File: config.mk
export PLATFORM = sky130hd
export DESIGN_NAME = id_ex_operand_reg
export DESIGN_NICKNAME = d
export VERILOG_FILES = /design/src/rtl/id_ex_operand_reg_pkg.sv /design/src/rtl/id_ex_operand_reg_dff.sv /design/src/rtl/id_ex_operand_reg.sv
export SDC_FILE = /design/constraint.sdc
export NUM_CORES = 1
export LEC_CHECK = 0
export CORE_MARGIN = 5
export CORE_UTILIZATION = 50
export DETAILED_ROUTE_END_ITERATION = 10
export DONT_BUFFER_PORTS = 1
export GPL_ROUTABILITY_DRIVEN = 1
export SYNTH_ARGS = -nofsm -noshare
export SYNTH_HDL_FRONTEND = slang
export SYNTH_SLANG_ARGS = --single-unit
File: constraint.sdc
create_clock -name clk -period 1.6 [get_ports clk]
set_clock_uncertainty 0.05 [all_clocks]
set_input_delay 0.32 -clock clk [delete_from_list [all_inputs] [get_ports clk]]
set_output_delay 0.32 -clock clk [all_outputs]
set_load 0.01 [all_outputs]
File: src/rtl/id_ex_operand_reg_pkg.sv
// Shared ALU encodings and the ID/EX operand bundle layout.
// The op-code enum fixes the op field width; the EX stage decodes it.
package id_ex_operand_reg_pkg;

   localparam int DATA_W = 16;

   typedef enum logic [2:0] {
      ALU_ADD = 3'b000,
      ALU_SUB = 3'b001,
      ALU_AND = 3'b010,
      ALU_OR  = 3'b011,
      ALU_XOR = 3'b100,
      ALU_SLT = 3'b101,
      ALU_SLL = 3'b110,
      ALU_SRL = 3'b111
   } alu_op_e;

   localparam int ALU_OP_W = $bits(alu_op_e);

   // a + b + op + inva + invb + cin = 38 bits
   localparam int BUNDLE_W = 2 * DATA_W + ALU_OP_W + 3;

   typedef struct packed {
      logic [DATA_W-1:0]   a;
      logic [DATA_W-1:0]   b;
      logic [ALU_OP_W-1:0] op;
      logic                inva;
      logic                invb;
      logic                cin;
   } bundle_t;

   function automatic bundle_t pack_bundle(
      input logic [DATA_W-1:0]   a,
      input logic [DATA_W-1:0]   b,
      input logic [ALU_OP_W-1:0] op,
      input logic                inva,
      input logic                invb,
      input logic                cin
   );
      bundle_t bnd;
      bnd.a    = a;
      bnd.b    = b;
      bnd.op   = op;
      bnd.inva = inva;
      bnd.invb = invb;
      bnd.cin  = cin;
      return bnd;
   endfunction

endpackage

File: src/rtl/id_ex_operand_reg_dff.sv
// Single-bit storage cell with synchronous active-high reset to 0.
module id_ex_operand_reg_dff (
   input  logic clk,
   input  logic rst,
   input  logic d,
   output logic q
);

   logic state_d;
   logic state_q;

   always_comb begin
      state_d = d;
   end

   always_ff @(posedge clk) begin
      if (rst) begin
         state_q <= 1'b0;
      end else begin
         state_q <= state_d;
      end
   end

   assign q = state_q;

endmodule

File: src/rtl/id_ex_operand_reg.sv
// ID/EX operand register: two-entry skid buffer (main + skid slot) between
// decode and execute; in_ready comes straight from the skid valid flop.
module id_ex_operand_reg
   import id_ex_operand_reg_pkg::*;
(
   input  logic                clk,
   input  logic                rst,
   input  logic                in_valid,
   output logic                in_ready,
   input  logic [DATA_W-1:0]   in_a,
   input  logic [DATA_W-1:0]   in_b,
   input  logic [ALU_OP_W-1:0] in_op,
   input  logic                in_inva,
   input  logic                in_invb,
   input  logic                in_cin,
   input  logic                flush,
   output logic                out_valid,
   input  logic                out_ready,
   output logic [DATA_W-1:0]   out_a,
   output logic [DATA_W-1:0]   out_b,
   output logic [ALU_OP_W-1:0] out_op,
   output logic                out_inva,
   output logic                out_invb,
   output logic                out_cin,
   output logic [1:0]          occ
);

   bundle_t             in_bundle;
   bundle_t             main_d;
   bundle_t             skid_d;
   bundle_t             main_q;
   bundle_t             skid_q;
   logic [BUNDLE_W-1:0] main_q_flat;
   logic [BUNDLE_W-1:0] skid_q_flat;
   logic                main_vld_d;
   logic                main_vld_q;
   logic                skid_vld_d;
   logic                skid_vld_q;
   logic                accept;
   logic                drain;

   assign in_bundle = pack_bundle(in_a, in_b, in_op, in_inva, in_invb, in_cin);
   assign accept    = in_valid & ~skid_vld_q;
   assign drain     = main_vld_q & out_ready;

   always_comb begin
      main_d     = main_q;
      skid_d     = skid_q;
      main_vld_d = main_vld_q;
      skid_vld_d = skid_vld_q;
      if (flush) begin
         main_vld_d = 1'b0;
         skid_vld_d = 1'b0;
      end else if (drain) begin
         // An accept implies the skid slot is empty, so it can never race the skid-to-main move.
         if (skid_vld_q) begin
            main_d     = skid_q;
            main_vld_d = 1'b1;
            skid_vld_d = 1'b0;
         end else if (accept) begin
            main_d     = in_bundle;
            main_vld_d = 1'b1;
         end else begin
            main_vld_d = 1'b0;
         end
      end else if (accept) begin
         if (!main_vld_q) begin
            main_d     = in_bundle;
            main_vld_d = 1'b1;
         end else begin
            skid_d     = in_bundle;
            skid_vld_d = 1'b1;
         end
      end
   end

   genvar gi;
   generate
      for (gi = 0; gi < BUNDLE_W; gi++) begin : g_slot_bits
         id_ex_operand_reg_dff u_main_bit (
            .clk (clk),
            .rst (rst),
            .d   (main_d[gi]),
            .q   (main_q_flat[gi])
         );
         id_ex_operand_reg_dff u_skid_bit (
            .clk (clk),
            .rst (rst),
            .d   (skid_d[gi]),
            .q   (skid_q_flat[gi])
         );
      end
   endgenerate

   id_ex_operand_reg_dff u_main_vld (
      .clk (clk),
      .rst (rst),
      .d   (main_vld_d),
      .q   (main_vld_q)
   );

   id_ex_operand_reg_dff u_skid_vld (
      .clk (clk),
      .rst (rst),
      .d   (skid_vld_d),
      .q   (skid_vld_q)
   );

   assign main_q = bundle_t'(main_q_flat);
   assign skid_q = bundle_t'(skid_q_flat);

   assign in_ready  = ~skid_vld_q;
   assign out_valid = main_vld_q;
   assign out_a     = main_q.a;
   assign out_b     = main_q.b;
   assign out_op    = main_q.op;
   assign out_inva  = main_q.inva;
   assign out_invb  = main_q.invb;
   assign out_cin   = main_q.cin;
   assign occ       = {1'b0, main_vld_q} + {1'b0, skid_vld_q};

endmodule
==> results of run 1 <==
==> per-layer routing <==
metal,wire (um),up-vias
li1,-,1346
met5,0,-
met4,87,0
met3,780,7
met1,3969,1363
met2,4013,71
==> synth_stat cells <==
library cell / instances
o21ai_1: 3
dfxtp_1: 78
buf_4: 42
ha_1: 1
a22oi_1: 1
mux2i_1: 38
and4bb_2: 1
nor3_1: 1
buf_2: 9
o21ai_0: 35
clkbuf_2: 1
a211oi_2: 20
mux2_4: 1
buf_1: 1
nand3_1: 39
buf_6: 3
inv_1: 2
a21oi_1: 39
a2111oi_0: 1
a211oi_1: 18
and3_4: 1
clkbuf_1: 24
nand4bb_1: 1
nand2b_1: 2
a31oi_1: 38
==> registers in the layout (all words and copies together), names as in the netlist <==
register and flops:
g_slot_bits.u_skid_bit.q 38, g_slot_bits.u_main_bit.q 38, u_main_vld.q 1, u_skid_vld.q 1
==> worst max-delay path, delay by kind of cell (launching register included) <==
kind / cells / cell delay, ps
compound gates: 1 / 110
flops: 1 / 360
simple gates: 2 / 200
buf+inv: 2 / 690
==> through the flow <==
stage,utilization [%],cell area [um2]
after global placement,48.58,3523
final,52.89,3836
after global routing,52.89,3836
after CTS,52.60,3815
after floorplan,-,3742
after detailed placement,48.58,3523
==> layout make-up <==
cell class | count | area [um2] | share of cell area (%)
Clock buffer | 10 | 137.6 | 3.588
Clock inverter | 6 | 132.6 | 3.457
Inverter | 2 | 7.507 | 0.1957
Multi-Input combinational cell | 240 | 1705 | 44.46
Sequential cell | 78 | 1567 | 40.83
Tap cell | 99 | 123.9 | 3.229
Timing Repair Buffer | 16 | 162.7 | 4.240
==> logic make-up after synthesis <==
group                    after synthesis
flip-flops                            78
AND/OR/NAND/NOR                       45
multiplexers                          39
adder cells (fa/ha/maj)                1
buffers and inverters                 82
AO/OA/AOI/OAI                        155
==> where the power goes <==
part | internal, uW | total (uW) | switching, uW
Clock | 1230 | 1960 | 729
Sequential | 2010 | 2100 | 84.9
Combinational | 131 | 304 | 173
Total | 3380 | 4370 | 987
==> worst paths after layout <==
check / startpoint / endpoint / slack (ps) / depth (start not counted)
setup / recovery: u_skid_vld.q / u_main_vld.q / 70 / 5
hold / removal: rst / g_slot_bits[29].u_main_bit.q / -10 / 1
setup reg to reg: u_skid_vld.q / u_main_vld.q / 70 / 5
hold reg to reg: g_slot_bits[3].u_skid_bit.q / g_slot_bits[3].u_skid_bit.q / 420 / 2
==> what timing repair did <==
action,CTS,global route
endpoints found under the hold margin,78,77
endpoints found under the setup margin,1,37
pin swaps,0,0
gates cloned,0,0
gates resized for setup,1,4
==> impl_metrics.csv, run 1 <==
group,metric,value,unit
run_status,outcome,"finished, violations left",
run_status,violations,"negative hold slack",
route,drt-vias-per-instance,6.180,
synth,ys_ff_latch,78,
synth,synthXorXnorAreaFrac,0,%
cts,tritoncts,"done",
grt,use_met1,26.82,%
grt,grt_max_degree,79,
route,totalWireLength,8.850,mm
synth,syn-num-nets,444,
cells_and_area,antenna_cells,0,
synth,syn_inst,400,
timing,slew_violations,0,
pwr,leakage,0.001469,uW
cells_and_area,fillerInstances,694,
synth,synth_fa_ha_area_share,0.3343,%
synth,yosysWarningCount,0,
route,drc,0,
critical_path,start_kind,"register",
timing,finalCriticalPeriod,1530,ps
grt,grt_util_met3,8.133,%
synth,synth.distinct_cells,25,
floorplan,coreArea,0.007253,mm2
floorplan,rows,31,
timing,max_freq,0.6537,GHz
critical_path,worstSetupPathType,"reg -> reg",
floorplan,initial_utilization,51.60,%
timing,fin_ws,70.16,ps
cts,clkLatencyLatePin,350,ps
critical_path,critPathArrivalTime,1720,ps
route,route.vias.total,2787,
cts,cts_made_buffers,9,
cts,htree_levels,3,
synth,synth_top_family_by_area,"compound AO/OA/AOI/OAI gates",
cts,clkTransAtPathRegs,80,ps
placement,portBuffers,0,
placement,pre_cts_ws,57.40,ps
placement,post-place-cells,433,
floorplan,ios,85,
placement,dpl.hpwl,5.339,mm
floorplan,die_h,96.52,um
synth,synth.largest_area_cell,"dfxtp_1",
cts,clock_sinks,78,
synth,synth_mux_area_share,10.57,%
critical_path,path_cells,"buf_4 > nand2b_1 > a22oi_2 > nor3_1 > dlygate4sd3_1",
synth,syn_avg_cell_area,9.356,um2
floorplan,die_area,0.009315,mm2
synth,synth_area,0.003742,mm2
cells_and_area,finalNonFillerCells,451,
timing,finalHoldWorstSlack,-11.15,ps
timing,hold_viol,8,
route,wl_per_cell,19.62,um
min_path,min_path_type,"in -> reg",
pwr,p_total,4367,uW
cells_and_area,layout_common_cells,"dfxtp_1, a21oi_1, nand3_1, mux2i_1, a31oi_1",
cts,post_cts_buffers,0,
cells_and_area,syn_to_final_growth,2.508,%
cts,clockBufferDepth,2,
timing,fin_crit_sh,95.62,%
synth,synth_area_leaders,"dfxtp_1, mux2i_1, buf_4, a211oi_2, a31oi_1",
critical_path,slowest_stage,"dlygate4sd3_1",
timing,relSlewSlack,60.53,%
cts,cts_hold_buf,2,
synth,synth_compound_area_share,27.38,%
route,detail-route-antenna-nets,0,
grt,grt_pass1_vias,2716,
critical_path,max_stage_delay,540,ps
cells_and_area,final_common_cell,"dfxtp_1",
grt,overflow,0,
synth,netlist.area_leader.share,41.73,%
run,maxCapViolCount,0,
route,drt_iter0_drc,159,
grt,antenna_found_initial,0,
placement,globalplace.congestion,0.7035,
grt,grt_pass1_wl,14.39,mm
pwr,ir_worst_vdd,463.8,uV
grt,met2_usage,29.02,%
cells_and_area,drive_above_1_share,17.05,%
floorplan,die_x,96.52,um
pwr,powerDensity,1138,mW/mm2
cts,cts_root_buf,"clkbuf_8",
critical_path,crit_required,1790,ps
cells_and_area,nets,391,
synth,synth-simple-area-share,6.620,%
route,drt_pass1_iterations,4,
critical_path,critPathCaptureType,"register",
timing,tightestPinTransition,592.0,ps
timing,setup_viol,0,
grt,grt.busiest_layer,"met2",
timing,finalSetupTns,0,ps
grt,grt_use_total,19.87,%
critical_path,crit_fanout,5,
synth,seq_area_frac_synth,41.73,%
No activity file was read; power rests on OpenSTA's default activity.
==> run 2, diff against run 1 <==
==> constraint.sdc (replaced) <==
create_clock -name clk -period 1.55 [get_ports clk]
set_clock_uncertainty 0.05 [all_clocks]
set_input_delay 0.31 -clock clk [delete_from_list [all_inputs] [get_ports clk]]
set_output_delay 0.31 -clock clk [all_outputs]
set_load 0.01 [all_outputs]
==> impl_metrics.csv, run 2 (same netlist as run 1, synthesis figures left out) <==
group,metric,value,unit
timing,setup_viol,0,
cells_and_area,syn_to_final_growth,1.438,%
pwr,switching_share,24.83,%
floorplan,die_area,0.009315,mm2
pwr,switchingPower,1031,uW
floorplan,die_h,96.52,um
route,detail-route-antenna-nets,0,
route,drt-vias-per-instance,6.305,
run_status,violations,"negative hold slack",
cells_and_area,final_common_cell,"dfxtp_1",
critical_path,critPathBufInv,1,
critical_path,regToRegSetupSlack,130,ps
cts,post_cts_buffers,0,
cts,clockBufferDepth,2,
floorplan,rows,31,
timing,fin_ws,51.24,ps
pwr,p_comb_share,7.8,%
cts,clkLatencyLatePin,350,ps
placement,portBuffers,0,
placement,pre_cts_ws,-25.64,ps
route,totalWireLength,9.217,mm
floorplan,die_x,96.52,um
pwr,powerDensity,1094,mW/mm2
floorplan,ios,85,
pwr,pwr-share-clk,40.0,%
floorplan,initial_utilization,51.60,%
timing,hold_viol,18,
cts,cts_made_buffers,9,
grt,grt_use_total,19.69,%
placement,globalplace.congestion,0.7255,
route,drt_iter0_drc,147,
cells_and_area,antenna_cells,0,
grt,overflow,0,
grt,grt_pass1_wl,14.28,mm
timing,max_freq,0.6672,GHz
pwr,leakage,0.001439,uW
pwr,power.internal,3122,uW
cells_and_area,drive_above_1_share,16.29,%
grt,antenna_found_initial,0,
critical_path,worstSetupPathType,"reg -> out",
pwr,seq_power_share,52.2,%
critical_path,cpLargestDelayFamily,"flip-flops",
route,wl_per_cell,20.53,um
timing,tightestPinTransition,322.5,ps
critical_path,path_cells,"buf_4 > ha_4",
cells_and_area,post-route-util,52.34,%
route,drt_pass1_iterations,4,
critical_path,max_stage_delay,350,ps
critical_path,crit_required,1190,ps
cts,cts_root_buf,"clkbuf_8",
route,route.vias.total,2831,
cts,clock_sinks,78,
cts,tritoncts,"done",
cells_and_area,layout_common_cells,"dfxtp_1, a21oi_1, nand3_1, mux2i_1, a31oi_1",
cts,cts_hold_buf,1,
grt,grt_max_degree,79,
timing,relSlewSlack,77.95,%
pwr,ir_worst_vdd,576.9,uV
min_path,min_path_type,"in -> reg",
placement,dpl.hpwl,5.398,mm
grt,grt_pass1_vias,2742,
cts,clkTransAtPathRegs,90,ps
timing,finalHoldWorstSlack,-22.71,ps
placement,placed_area,0.003541,mm2
timing,slew_violations,0,
cts,htree_levels,3,
critical_path,slowest_stage,"dfxtp_2",
route,drc,0,
run_status,outcome,"finished, violations left",
critical_path,critPathCaptureType,"primary output",
timing,finalCriticalPeriod,1499,ps
cells_and_area,final_cell_area,0.003796,mm2
timing,rsz0062_at_grt,"no",
run,maxCapViolCount,0,
critical_path,critPathArrivalTime,1140,ps
critical_path,start_kind,"register",
floorplan,coreArea,0.007253,mm2
timing,fin_crit_sh,96.69,%
critical_path,crit_fanout,6,
cells_and_area,nets,390,
run 2: final cells by class:
| class | count | area, um2 |
|---|---|---|
| fillers | 683 | 3457 |
| multi-input cells | 241 | 1717 |
| flip-flops and latches | 78 | 1563 |
| repair buffers | 14 | 173.9 |
| clock buffers | 10 | 127.6 |
| well taps | 99 | 123.9 |
| clock inverters | 5 | 83.83 |
| inverters | 2 | 7.507 |
run 2: per-stage QoR:
stage	TNS (ps)	total power, uW	cells
3_3_place_gp	0	2518	432
6_report	0	4153	449
3_5_place_dp	-129.8	2527	432
4_1_cts	0	4192	448
2_1_floorplan	0	2581	400
5_1_grt	0	4334	449
run 2: metal layers:
| metal | track usage (%) | part of all wire [%] |
|---|---|---|
| met1 | 25.19 | 44 |
| met2 | 30.80 | 46 |
| met3 | 7.126 | 8.7 |
| met5 | 0 | 0 |
| met4 | 6.542 | 1.7 |
run 2: final timing paths:
check	from	to	cells past startpoint
max	u_main_vld.q	occ[0]	2
min	rst	g_slot_bits[29].u_main_bit.q	1
max reg2reg	u_skid_vld.q	g_slot_bits[14].u_main_bit.q	4
min reg2reg	g_slot_bits[37].u_skid_bit.q	g_slot_bits[37].u_skid_bit.q	2
run 2: power by group through the flow:
stage	registers [uW]	logic (uW)	clock network [uW]
floorplan	2160	418	0
global placement	2220	300	0
detailed placement	2220	308	0
CTS	2170	315	1710
global route	2180	355	1800
finish	2170	322	1660
run 2: what timing repair did:
item                                    in CTS  in global routing
pin swaps                                    0                  1
endpoints found under the hold margin       78                 75
endpoints found under the setup margin      22                 23
cloned                                       0                  1
gates resized for setup                      2                  3
